<file path="src/rtl/butterfly_writeback.sv">
`default_nettype none
// ============================================================================
// Module   : butterfly_writeback
// Purpose  : Captures one butterfly result and issues four ordered SRAM
//            write beats (a_real, a_imag, b_real, b_imag). The optional
//            address-collision flag is enabled by WB_COLLISION_CHECK_EN.
// Revision : 1.0 - initial release
// ============================================================================
module butterfly_writeback #(
  parameter int ADDR_W = 10,
  parameter int DATA_W = 16
) (
  input  logic              clk,
  input  logic              nrst,
  input  logic              result_valid,
  output logic              result_ready,
  input  logic [ADDR_W-1:0] a_real_addr,
  input  logic [ADDR_W-1:0] a_imag_addr,
  input  logic [ADDR_W-1:0] b_real_addr,
  input  logic [ADDR_W-1:0] b_imag_addr,
  input  logic [DATA_W-1:0] a_real_data,
  input  logic [DATA_W-1:0] a_imag_data,
  input  logic [DATA_W-1:0] b_real_data,
  input  logic [DATA_W-1:0] b_imag_data,
  input  logic              mem_ready,
  output logic              write_enable,
  output logic [ADDR_W-1:0] write_address,
  output logic [DATA_W-1:0] write_data,
  output logic [2:0]        samples_stored_count,
  output logic              writeback_done
`ifdef WB_COLLISION_CHECK_EN
  ,
  output logic              addr_collision
`endif
);

  typedef enum logic [1:0] {
    S_IDLE  = 2'd0,
    S_WRITE = 2'd1,
    S_DONE  = 2'd2
  } state_t;

  state_t            r_state;
  state_t            w_state_nxt;
  logic [1:0]        r_beat;
  logic [1:0]        w_beat_nxt;
  logic              w_capture;

  logic [ADDR_W-1:0] r_addr0, r_addr1, r_addr2, r_addr3;
  logic [DATA_W-1:0] r_data0, r_data1, r_data2, r_data3;

  always_ff @(posedge clk) begin
    if (!nrst) begin
      r_state <= S_IDLE;
      r_beat  <= 2'd0;
      r_addr0 <= '0;
      r_addr1 <= '0;
      r_addr2 <= '0;
      r_addr3 <= '0;
      r_data0 <= '0;
      r_data1 <= '0;
      r_data2 <= '0;
      r_data3 <= '0;
    end else begin
      r_state <= w_state_nxt;
      r_beat  <= w_beat_nxt;
      if (w_capture) begin
        r_addr0 <= a_real_addr;
        r_addr1 <= a_imag_addr;
        r_addr2 <= b_real_addr;
        r_addr3 <= b_imag_addr;
        r_data0 <= a_real_data;
        r_data1 <= a_imag_data;
        r_data2 <= b_real_data;
        r_data3 <= b_imag_data;
      end
    end
  end

  always_comb begin
    w_state_nxt          = r_state;
    w_beat_nxt           = r_beat;
    w_capture            = 1'b0;
    result_ready         = 1'b0;
    write_enable         = 1'b0;
    writeback_done       = 1'b0;
    samples_stored_count = 3'd0;
    case (r_state)
      S_IDLE: begin
        result_ready = 1'b1;
        if (result_valid) begin
          w_capture   = 1'b1;
          w_beat_nxt  = 2'd0;
          w_state_nxt = S_WRITE;
        end
      end
      S_WRITE: begin
        write_enable         = 1'b1;
        samples_stored_count = {1'b0, r_beat};
        if (mem_ready) begin
          w_beat_nxt = r_beat + 2'd1;
          if (r_beat == 2'd3) begin
            w_state_nxt = S_DONE;
          end
        end
      end
      S_DONE: begin
        writeback_done       = 1'b1;
        samples_stored_count = 3'd4;
        w_state_nxt          = S_IDLE;
      end
      default: begin
        w_state_nxt = S_IDLE;
      end
    endcase
  end

  // Outputs come only from holding registers so no input reaches write_* combinationally.
  always_comb begin
    write_address = '0;
    write_data    = '0;
    if (r_state == S_WRITE) begin
      case (r_beat)
        2'd0:    begin write_address = r_addr0; write_data = r_data0; end
        2'd1:    begin write_address = r_addr1; write_data = r_data1; end
        2'd2:    begin write_address = r_addr2; write_data = r_data2; end
        default: begin write_address = r_addr3; write_data = r_data3; end
      endcase
    end
  end

`ifdef WB_COLLISION_CHECK_EN
  logic r_addr_collision;
  logic w_collision;

  assign w_collision = (a_real_addr == a_imag_addr) || (a_real_addr == b_real_addr) ||
                       (a_real_addr == b_imag_addr) || (a_imag_addr == b_real_addr) ||
                       (a_imag_addr == b_imag_addr) || (b_real_addr == b_imag_addr);

  always_ff @(posedge clk) begin
    if (!nrst) begin
      r_addr_collision <= 1'b0;
    end else if (w_capture) begin
      r_addr_collision <= w_collision;
    end
  end

  assign addr_collision = r_addr_collision;
`endif

endmodule
`default_nettype wire

</file>
<file path="config.mk">
export PLATFORM = sky130hd
export DESIGN_NAME = butterfly_writeback
export DESIGN_NICKNAME = d
export VERILOG_FILES = /design/src/rtl/butterfly_writeback.sv
export SDC_FILE = /design/constraint.sdc
export NUM_CORES = 1
export LEC_CHECK = 0
export CAP_MARGIN = 20
export CELL_PAD_IN_SITES_DETAIL_PLACEMENT = 1
export CELL_PAD_IN_SITES_GLOBAL_PLACEMENT = 2
export CORE_ASPECT_RATIO = 2
export CORE_MARGIN = 1.5
export CORE_UTILIZATION = 30
export CTS_BUF_LIST = sky130_fd_sc_hd__clkbuf_8
export CTS_CLUSTER_SIZE = 28
export DETAILED_ROUTE_END_ITERATION = 8
export PLACE_DENSITY_LB_ADDON = 0.1
export RECOVER_POWER = 100
export SETUP_SLACK_MARGIN = 0.2
export SYNTH_ARGS = -nofsm -noshare
export SYNTH_HDL_FRONTEND = slang
export SYNTH_SLANG_ARGS = --single-unit
</file>
<file path="constraint.sdc">
create_clock -name clk -period 4.7 [get_ports clk]
set_input_delay 0.705 -clock clk [delete_from_list [all_inputs] [get_ports clk]]
set_output_delay 0.705 -clock clk [all_outputs]
set_load 0.02 [all_outputs]
</file>
; ---- Yosys cells after proc, flatten, opt, wreduce, memory -nomap -nowiden
; Index checks and enable logic that the tools add are counted.
[op_classes]
n_reduce_logical = 5
n_addsub = 1
n_eq_ne = 8
muxes = 17
[ops]
columns = operator, n
row1 = 16-bit case mux with 3 select lines, 1
row2 = 10-bit case mux with 3 select lines, 1
row3 = 16-bit 2-to-1 mux, 1
row4 = 10-bit 2-to-1 mux, 1
row5 = 2-bit 2-to-1 mux, 5
row6 = 2-bit case mux with 2 select lines, 2
row7 = 2-bit equality test (second input constant), 3
row8 = 2-bit inequality test (second input constant), 3
row9 = 3-bit case mux with 2 select lines, 1
row10 = 3-bit AND reduction, 2
row11 = 1-bit 2-to-1 mux, 5
row12 = 2-bit by 1-bit equality test with 1-bit output (second input constant), 2
row13 = 2-bit zero test, 2
row14 = 2-bit by 1-bit adder with 2-bit output (second input constant), 1
row15 = 2-bit nonzero test, 1
[word_totals]
inputBits = 108
reg_bits = 108

; ---- Longest topological paths before layout
[depth]
word_depth = 4
ltp_mapped = 6
mapped_depth_nobuf = 4

; ---- Worst setup path after synthesis
; No wires, ideal clock.
[synth_timing]
path_type = register -> output
startpoint = register r_beat[0]
endpoint = output write_data[10]
required_ns = 3.995
slack_ns = 2.400
arrival_time_ns = 1.595
path_stages_with_launch = 7
n_path_buf = 2
path_cell_list = dfxtp_1 > inv_1 > ha_1 > clkbuf_1 > clkbuf_1 > a222oi_1 > a21oi_1
[synth_via]
elab_chain_cells = 3
elab_cells_between_ends = 5
classes_between = 2 x eq/ne / 2 x mux / 1 x reduce/logical
[synth_lines]
columns = element, line_no
row1 = "start, declared", 45  ; logic [1:0] r_beat;
row2 = "start signal, assigned", 66  ; r_beat <= w_beat_nxt;
row3 = "2-bit equality test, or another cell as far along", 123  ; case (r_beat)
row4 = 16-bit case mux with 3 select lines *, 123
row5 = 16-bit 2-to-1 mux *, 122  ; if (r_state == S_WRITE) begin
row6 = "end, declared", 28  ; output logic [DATA_W-1:0] write_data,
; Mark *: on every way between the ends. The rest lies on a longest branch, timed or not.

; ---- Final worst setup path
[layout_timing]
startpoint = register r_state[0]
endpoint = output write_data[14]
[layout_via]
elab_chain_cells = 2
[layout_lines]
columns = element, line_no
row1 = "start, declared", 43  ; state_t r_state;
row2 = "start signal, assigned", 65  ; r_state <= w_state_nxt;
row3 = 2-bit by 1-bit equality test with 1-bit output, 122
row4 = 16-bit 2-to-1 mux, 122
; No other way between the ends.

==> metrics.md <==
| Metric | Value |
|---|---|
| Outcome | `complete, but fails checks` |
| Failing checks | `capacitance limit, slew limit` |
| Global-route wire length before repair | `24,600 um` |
| Setup bufs post-CTS | `0` |
| Initial Util | `0.307` |
| Worst vdd ir | `0.000149 V` |
| Relative slew margins | `-0.472` |
| Design Area, Final | `6350 sq um` |
| Nature of the critical path startpoint | `flip-flop` |
| Total grt overflow | `0` |
| Fin Hold WS | `466 ps` |
| GPL Wtd Cong | `0.854` |
| Reg2reg start | `r_state[1]` |
| Synth area leader | `dfxtp_1` |
| Top post-synthesis cells by area | `dfxtp_1 (46%), nand2_1 (17%), a21boi_0 (8.6%)` |
| Most used DFF post-synth | `dfxtp_1` |
| Fillcell total | `around 1.8k` |
| Clk slew on worst S/H paths | `100 ps` |
| Post-Syn Instances | `about 580` |
| Setup violations, final | `0` |
| Initial antenna violation count | `0` |
| F_max | `roughly 260 MHz` |
| CTS tree | `done` |
| Die extent in x | `91.5 um` |
| Detailed Routing Iterations Pass 1 | `6` |
| Diode count | `0` |
| Vias per cell | `between 4 and 5` |
| Crit path from | `r_state[0]` |
| CTS HTree Levels | `3` |
| Final hold viol count | `0` |
| Non-Filler Instances | `887` |
| Min-Delay Path Depth | `2` |
| GRT Total Usage | `0.193` |
| Post-synthesis cell area | `4700 sq um` |
| Placed Cells | `between 800 and 900` |
| Clock sinks | `108` |
| Final setup TNS | `0 ps` |
| Synth-to-layout area growth | `35.1%` |
| PwrDens | `about 300 nW/um^2` |
| Number of max-cap violations | `2` |
| Number of buffers added on ports | `139` |
| DRC Markers | `0` |
| Synth top cells by count | `nand2_1 (214), dfxtp_1 (108), a21boi_0 (54), a21boi_1 (50), clkbuf_1 (30)` |
| Worst skew pair latency | `370 ps` |
| Post-synthesis cell type count | `21` |
| Hold buffer count at CTS | `0` |
| Post-layout minimum cycle time | `between 3000 and 4000 ps` |
| CTS root buf | `clkbuf_8` |
| Final WL | `15,700 um` |
| Crit Path Max Fanout | `18` |
| Leak | `2.33 nW` |
| EDFF count, synth | `0` |
| RSZ-0062 raised after global routing | `no` |
| Synth async-reset ratio | `0` |
| Initial DRC count | `221` |
| FF+latch count, synth | `108` |
| Dpl cell area | `6180 sq um` |
| Yosys warns | `0` |
| Final HPWL DP | `roughly 11,000 um` |
| Routed length per instance | `17.7 um` |
| Worst Path Arrival | `3100 ps` |
| Die area | `16,500 sq um` |
| Seq/Total Area, Yosys | `0.460` |
| Routed Antenna Nets | `0` |
| Overall Power | `1.89 mW` |
| Post-synth top area share | `0.460` |
| Core Area | `about 15,000 sq um` |
| Largest net degree at the start of global routing | `between 100 and 150` |
| Syn Nets | `between 600 and 700` |
| Slew Limit Fails | `169` |
| Vias in the first global route | `4,606` |
| Post-CTS sizing | `0` |
| Hold_sp | `r_data3[13]` |
| Clock Skew | `10.3 ps` |
| Hold crit path type | `reg -> reg` |
| Most frequent cell after synthesis | `nand2_1` |
| # rows | `64` |
| Num CTS Buffers | `9` |
| Synthesized area per cell | `8.13 sq um` |
| Final nets | `797` |
| WP data required | `roughly 4000 ps` |
| CP Capture Type | `output pin` |
| Bufs on Longest Clock Path | `2` |
| Via Count | `4,433` |
| Die height | `180 um` |
| Worst Reg-to-Reg Cells | `4` |
| Share of cells above drive strength 1 | `0.0363` |
| Tcrit/Tclk final | `0.810` |
| Critical setup path kind | `reg -> out` |
| I/O pin cnt | `140` |
| Worst-Margin Slew | `2210 ps` |
==> sequential cells by signal, indices dropped and copies added (netlist names) <==
name     flops
r_data0     16
r_addr1     10
r_data1     16
r_addr2     10
r_state      2
r_addr3     10
r_data2     16
r_data3     16
r_beat       2
r_addr0     10
==> layout by cell type (no fill, tap or decap), types with 2 or more instances in the layout <==
| cell | instances |
|---|---|
| a21boi_0 | 103 |
| a21oi_1 | 27 |
| a222oi_1 | 26 |
| and2_1 | 2 |
| buf_4 | 7 |
| clkbuf_8 | 10 |
| clkdlybuf4s50_1 | 108 |
| clkinvlp_4 | 2 |
| dfxtp_1 | 108 |
| dlygate4sd3_1 | 30 |
| ha_1 | 5 |
| inv_1 | 3 |
| nand2_1 | 214 |
| nor2b_1 | 3 |
| o21ai_0 | 26 |
| o22ai_1 | 2 |
==> area by class of cell <==
type / instances / area (sq um) / share of cell area
Clock buffer: 10 / 138 / 0.0217
Clock inverter: 6 / 62.6 / 0.00986
Inverter: 3 / 11.3 / 0.00177
Multi-Input combinational cell: 414 / 2250 / 0.355
Sequential cell: 108 / 2160 / 0.341
Tap cell: 198 / 248 / 0.0390
Timing Repair Buffer: 148 / 1470 / 0.232
==> per-stage QoR <==
stage / setup WS (ps) / util
after global routing: 693 / 0.415
after floorplan: 2400 / -
after CTS: 1060 / 0.417
after global placement: 1290 / 0.402
after detailed placement: 1480 / 0.404
final: 891 / 0.415
==> path summary, 6_finish.rpt <==
| kind | end | slack, ps |
|---|---|---|
| worst max-delay path | write_data[14] | 890 |
| worst max register to register | r_data2[0] | 1920 |
| worst min register to register | r_data3[13] | 470 |
| worst min-delay path | r_data3[13] | 470 |
==> report_power, final <==
| part | total, mW | switching [mW] | internal, mW |
|---|---|---|---|
| logic | 0.307 | 0.151 | 0.155 |
| clock network | 0.582 | 0.321 | 0.261 |
| registers | 1.01 | 0.0355 | 0.970 |
==> kinds of logic (layout without fill, tap and decap cells) <==
family / Yosys count / count (layout) / share of synthesized area
flip-flops: 108 / 108 / 0.460
AND/OR/NAND/NOR: 224 / 224 / 0.186
buffers and inverters: 56 / 167 / 0.0594
adder cells (fa/ha/maj): 5 / 5 / 0.0133
AO/OA/AOI/OAI: 185 / 185 / 0.281
==> metal layers <==
layer / part of all wire / global-route usage / up-vias
li1: - / - / 2173
met1: 0.39 / 0.215 / 2136
met2: 0.55 / 0.361 / 106
met3: 0.033 / 0.0245 / 18
met4: 0.026 / 0.0750 / 0
met5: 0 / 0 / -
==> worst max-delay path, cell delays in order, from the launching register on <==
cell,delay (ps)
dfxtp_1,460
nor2b_1,860
buf_4,370
o21ai_0,110
a21oi_1,210
dlygate4sd3_1,710
(Power assumes the default switching activity.)
